--- src/rtl/inst_fetch_ctrl.sv ---
// Instruction fetch controller: issues word-aligned fetches, latches IR, and drives PC updates.
// Optional misaligned-fetch trap is built when FETCH_ALIGN_CHECK_EN is defined.
module inst_fetch_ctrl (
  input  logic        CLK,
  input  logic        Reset,
  input  logic [31:0] Addr,
  output logic        PCWre,
  output logic [31:0] PCData,
  output logic        mem_req,
  output logic [31:0] mem_addr,
  input  logic        mem_ready,
  input  logic [31:0] mem_rdata,
  output logic [31:0] IR,
  output logic        ir_valid,
  input  logic        ir_ack,
  input  logic        redirect,
  input  logic [31:0] redirect_addr,
  output logic        fetch_err
);

  // state | meaning
  // IDLE  | one settle cycle after reset or redirect
  // REQ   | request outstanding at mem_addr
  // HOLD  | IR valid, waiting for decode to consume it
  // ERR   | misaligned PC trapped, waiting for redirect
`ifdef FETCH_ALIGN_CHECK_EN
  typedef enum logic [1:0] {S_IDLE, S_REQ, S_HOLD, S_ERR} state_t;
`else
  typedef enum logic [1:0] {S_IDLE, S_REQ, S_HOLD} state_t;
`endif

  state_t      r_state;
  state_t      w_next;
  logic [31:0] r_ir;
  logic        r_ir_valid;
  logic        w_misaligned;
  logic        w_fetch;

`ifdef FETCH_ALIGN_CHECK_EN
  assign w_misaligned = (Addr[1:0] != 2'b00);
`else
  assign w_misaligned = 1'b0;
`endif

  assign mem_addr = {Addr[31:2], 2'b00};
  assign w_fetch  = (r_state == S_REQ) && !redirect && !w_misaligned && mem_ready;
  assign IR       = r_ir;
  assign ir_valid = r_ir_valid;

  always_comb begin
    w_next  = r_state;
    mem_req = 1'b0;
    PCWre   = 1'b0;
    PCData  = Addr;
    case (r_state)
      S_IDLE: w_next = S_REQ;
      S_REQ: begin
        mem_req = !w_misaligned;
`ifdef FETCH_ALIGN_CHECK_EN
        if (w_misaligned)   w_next = S_ERR;
        else if (mem_ready) w_next = S_HOLD;
`else
        if (mem_ready) w_next = S_HOLD;
`endif
      end
      S_HOLD: if (ir_ack) w_next = S_REQ;
`ifdef FETCH_ALIGN_CHECK_EN
      S_ERR: w_next = S_ERR;
`endif
      default: w_next = S_IDLE;
    endcase
    if (w_fetch) begin
      PCWre  = 1'b1;
      PCData = Addr + 32'd4;
    end
    // Redirect wins over a returning word and over decode's ack.
    if (redirect) begin
      w_next  = S_IDLE;
      mem_req = 1'b0;
      PCWre   = 1'b1;
      PCData  = redirect_addr;
    end
    if (!Reset) begin
      mem_req = 1'b0;
      PCWre   = 1'b0;
    end
  end

  always_ff @(posedge CLK or negedge Reset) begin
    if (!Reset) begin
      r_state    <= S_IDLE;
      r_ir       <= 32'd0;
      r_ir_valid <= 1'b0;
    end else begin
      r_state <= w_next;
      if (redirect) begin
        r_ir_valid <= 1'b0;
      end else if (w_fetch) begin
        r_ir       <= mem_rdata;
        r_ir_valid <= 1'b1;
      end else if ((r_state == S_HOLD) && ir_ack && r_ir_valid) begin
        r_ir_valid <= 1'b0;
      end
    end
  end

`ifdef FETCH_ALIGN_CHECK_EN
  logic r_fetch_err;
  always_ff @(posedge CLK or negedge Reset) begin
    if (!Reset)                                    r_fetch_err <= 1'b0;
    else if (redirect)                             r_fetch_err <= 1'b0;
    else if ((r_state == S_REQ) && w_misaligned)   r_fetch_err <= 1'b1;
  end
  assign fetch_err = r_fetch_err;
`else
  assign fetch_err = 1'b0;
`endif

endmodule

--- config.mk ---
export PLATFORM = sky130hd
export DESIGN_NAME = inst_fetch_ctrl
export DESIGN_NICKNAME = d
export VERILOG_FILES = /design/src/rtl/inst_fetch_ctrl.sv
export SDC_FILE = /design/constraint.sdc
export NUM_CORES = 1
export LEC_CHECK = 0
export CORE_MARGIN = 8
export CORE_UTILIZATION = 31
export DETAILED_ROUTE_END_ITERATION = 10
export HOLD_SLACK_MARGIN = 0.1
export PLACE_DENSITY = 0.82
export SYNTH_ARGS = -nofsm -noshare
export SYNTH_HDL_FRONTEND = slang
export SYNTH_SLANG_ARGS = --single-unit
--- constraint.sdc ---
create_clock -name CLK -period 2.52 [get_ports CLK]
set_input_delay 0.504 -clock CLK [delete_from_list [all_inputs] [get_ports CLK]]
set_output_delay 0.504 -clock CLK [all_outputs]
set_load 0.02 [all_outputs]
Yosys cells after proc, flatten, opt, wreduce, memory -nomap -nowiden
Cells that the tools add are included.
- input bits: 101
- flip-flop bits (word level): 35
- reductions and logical operators: 9
- bitwise gates (word level): 1
- muxes and demuxes: 15
- add/subtract/negate cells: 1
- equality and inequality tests: 4
- operators with widths (cell ; number):
    2-to-1 mux 32 bit ; 2
    adder 32 x 3 -> 32 bit (second input constant) ; 1
    2-to-1 mux 1 bit ; 9
    2-to-1 mux 2 bit ; 3
    != test 3 bit (second input constant) ; 2
    case mux 2 bit (3 select lines) ; 1
    logical AND 1 bit ; 4
    AND reduction 2 bit ; 2
    nonzero test 3 bit ; 1
    == test 2 x 1 -> 1 bit (second input constant) ; 1
    == test 2 bit (second input constant) ; 1
    logical NOT 2 bit ; 1
    logical NOT 1 bit ; 1
    inverter 1 bit ; 1

Logic depth before layout (Yosys ltp)
- depth after elaboration: 6
- gate-level depth with buffers: 7

Worst setup path before layout
OpenSTA, ideal clock, no wires.
- kind: input to output
- from: input port redirect
- to: output port PCData[25]
- arrival time: 2.313 ns
- slack: -0.297 ns
- path buffers: 2
- data required time: 2.016 ns
- stages on the path: 6
- path through: buf_6 -> nand4bb_4 -> or4_4 -> buf_6 -> or4_1 -> a31oi_1
- word-level cells in the longest chain between the ends: 5
- ends and longest elaborated chain (element ; line ; text):
    start, declared ; 16 ; input logic redirect,
    logical NOT 1 bit ; 46 ; assign w_fetch = (r_state == S_REQ) && !redirect && !w_misaligned && mem_ready;
    logical AND 1 bit (2 in series) ; 46 ;
    2-to-1 mux 32 bit ; 72 ; if (w_fetch) begin
    2-to-1 mux 32 bit (*) ; 77 ; if (redirect) begin
    end, declared ; 8 ; output logic [31:0] PCData,
Every way passes the cells marked *; elsewhere a longest branch is shown, timed or not.

Final worst setup path
- from: input port Addr[9]
- to: output port PCData[20]
- word-level cells in the longest chain between the ends: 3
- ends and longest elaborated chain (element ; line ; text):
    start, declared ; 6 ; input logic [31:0] Addr,
    adder 32 x 3 -> 32 bit ; 74 ; PCData = Addr + 32'd4;
    2-to-1 mux 32 bit ; 72 ;
    2-to-1 mux 32 bit ; 77 ;
Every way passes these cells.

==> summary.txt <==
Routing
  • Iter 0 DRT Violations: 116
  • Via count: 3643
  • # DRC: 0
  • Routed vias/inst: between 5 and 6
  • WL final: 13.7 mm
  • Antenna violation net count after detailed routing: 0
  • Initial DRT Pass Iterations: 5
  • WL/cell: roughly 19 um

Synth
  • Synth Instances: 364
  • Mapped Area: 0.00266 mm2
  • Syn_area_per_cell: 7.31 um2
  • Top FF cell, synth: dfrtp_1
  • Yosys Warn Count: 0
  • Number of synthesized flops with an enable pin: 0
  • Ys async rst share: 100%
  • Register area share after synthesis: between 30% and 40%
  • Unique masters post-synth: 40
  • FF+latch count, synth: 35

Cells and area
  • Commonest non-fill, non-tap cells in the layout: 143 x clkdlybuf4s50_1, 116 x nand2_1, 78 x buf_4
  • Non-Filler Instances: 716
  • Ant diodes: 0
  • # nets final: approximately 710
  • Layout cells sized above 1: 34.2%
  • Most common cell after layout, fill and taps aside: clkdlybuf4s50_1
  • FILL cells: 573
  • Layout Utilization: 71.3%
  • Area growth, synth to finish: 121%

Timing
  • Final hold violation count: 0
  • Max-slew violations: 0
  • Final setup viols: 22
  • Final Skew: 0.00679 ns
  • F_max: between 300 and 400 MHz
  • Post-route clock period utilization: 112%
  • Unrepaired setup endpoints after global routing: true
  • Tmin final: 2.83 ns
  • Worst setup margin: -0.308 ns

CTS
  • CTS root buf: clkbuf_8
  • Worst-Skew Late Latency: 0.29 ns
  • CTS H-tree depth: 2
  • Clk sinks: 35
  • Num CTS Buffers: 5
  • TritonCTS clock tree: built
  • Max clock buf depth: 2
  • CTS clk-pin slew, worst paths: 0.07 ns
  • Hold-fix buffers at CTS: 0

Critical path
  • Cell family with most CP delay: simple AND/OR/NAND/NOR gates
  • CP arrival: about 2.3 ns
  • CP dominant cell by count: or4_4
  • Crit-path max FO: 6
  • Crit Path Class: primary input to primary output
  • CP max-delay cell: or4_4
  • R2r setup slk: 0.82 ns
  • Nature of the critical path startpoint: primary input
  • Worst path required time: 2.02 ns
  • Worst Setup End Kind: primary output
  • Slowest cell delay on critical path: 0.61 ns
  • Critical path buffer and inverter count: 2
  • Critical Path, Cell by Cell: clkdlybuf4s15_2 > nand3_4 > or4_4 > or4_4 > a31oi_4 > buf_6

GRT
  • First-pass GRT wire length: between 20 and 25 mm
  • Number of global-route vias before repair: roughly 4000
  • Total track usage: 22.0%
  • Initial antenna violation count: 0
  • Remaining Overflow, GRT: 0
  • Largest net degree at the start of global routing: 38

Floorplan
  • Die X: 109 um
  • FP Rows: 33
  • Starting Density: 32.2%
  • Io pins: between 200 and 250
  • Chip Height: around 110 um
  • CORE AREA: 0.00826 mm2
  • DIE AREA: 0.0118 mm2

Power and ir drop
  • Pwr per Cell Area: approximately 420 mW/mm2
  • Peak supply drop: 602 uV
  • Lkg Pwr: 2.52 nW
  • Final Total Pwr: 0.00250 W

Job
  • Max-cap violations: 0

Placed design
  • PortBufs: 197
  • Hpwl dp: 10.2 mm
  • Placed cell count: 681
  • Placer Congestion: a little under 0.9

Hold path
  • Hold WC Path Type: register to register

Status
  • Status: finished, violations left
  • Failing checks: negative setup slack
## Yosys cell counts, types with 2 or more instances
master / n / area share (%)
clkbuf_1: 20 / 2.8
and3_1: 3 / 0.71
inv_1: 3 / 0.42
nor3_1: 3 / 0.56
mux2_2: 2 / 0.85
nor2b_1: 5 / 1.2
buf_6: 3 / 1.3
nand2b_1: 2 / 0.47
o31ai_1: 8 / 2.3
xor2_1: 3 / 0.99
o21ai_0: 21 / 4.0
or4b_1: 2 / 0.75
nand3_1: 11 / 2.1
or3_1: 9 / 2.1
and4_1: 3 / 0.99
a31oi_1: 17 / 4.0
xnor2_1: 5 / 1.6
nand2_1: 118 / 17
nor4bb_1: 2 / 0.75
or4_1: 8 / 2.3
nand4_1: 6 / 1.4
buf_4: 33 / 9.3
dfrtp_1: 35 / 33
or4_4: 2 / 0.85
nor2_1: 22 / 3.1
a22oi_1: 3 / 0.85
a21oi_1: 2 / 0.38
## layer usage
metal | vias up | share of wire, % | global-route usage [%]
met5 | - | 0 | 0
met4 | 0 | 1.7 | 6.35
met3 | 22 | 12 | 8.50
met2 | 194 | 50 | 39.5
met1 | 1721 | 37 | 23.4
li1 | 1706 | - | -
## flip-flops by register name, indices dropped and copies added, names as in the netlist
signal    count
ir_valid      1
IR           32
r_state       2
## cell type report
| type | instances | area, um2 | area share (%) |
|---|---|---|---|
| Timing Repair Buffer | 291 | 2720 | 46.3 |
| Clock buffer | 6 | 82.6 | 1.40 |
| Inverter | 4 | 15.0 | 0.255 |
| Sequential cell | 35 | 876 | 14.9 |
| Tap cell | 105 | 131 | 2.23 |
| Multi-Input combinational cell | 273 | 2020 | 34.3 |
| Clock inverter | 2 | 35.0 | 0.595 |
## power breakdown
part / internal, W / leakage (nW) / switching (W) / total (W)
logic: 0.000616 / 2.02 / 0.000609 / 0.00123
registers: 0.000677 / 0.440 / 0.0000642 / 0.000741
clock network: 0.000320 / 0.0612 / 0.000209 / 0.000530
## worst reg2reg max path: stages (launching register included)
cell,delay (ns)
dfrtp_1,0.41
buf_6,0.12
nor4bb_4,0.26
buf_4,0.17
buf_6,0.09
buf_4,0.10
buf_4,0.09
buf_2,0.23
nand2_1,0.10
nand2_1,0.07
## what timing repair did
action | 4_1_cts | 5_1_grt
setup buffers | 19 | 7
cloned | 4 | 0
pin swaps | 23 | 19
setup endpoints to repair | 34 | 29
resized for setup | 239 | 44
## metrics by stage
step	TNS [ns]	worst slack, ns	hold WS (ns)	area, um2
after floorplan	-0.602	-0.102	0.208	3000
after global placement	-31.42	-1.28	0.457	5290
after detailed placement	-32.53	-1.32	0.461	5290
after CTS	-6.46	-0.409	0.480	5760
after global routing	-6.09	-0.355	0.498	5880
final	-4.84	-0.308	0.482	5880
## worst paths after layout
check | from | end | cells past startpoint
max | Addr[9] | PCData[20] | 6
min | IR[28]$_DFFE_PN0P_ | IR[28]$_DFFE_PN0P_ | 2
max reg2reg | r_state[0]$_DFFE_PN0P_ | IR[24]$_DFFE_PN0P_ | 9
min reg2reg | IR[28]$_DFFE_PN0P_ | IR[28]$_DFFE_PN0P_ | 2
max in group asynchronous | Reset | r_state[0]$_DFFE_PN0P_ | 2
min in group asynchronous | Reset | IR[8]$_DFFE_PN0P_ | 3
## kinds of logic after synthesis
family / Yosys count / share of synthesized area [%]
fa+ha+maj: 1 / 0.470
compound gates: 56 / 13.0
xor+xnor: 8 / 2.63
simple gates: 201 / 36.0
flops: 35 / 32.9
mux: 2 / 0.847
buf+inv: 60 / 14.0
other cells: 1 / 0.141
No activity file was read; power rests on OpenSTA's default activity.
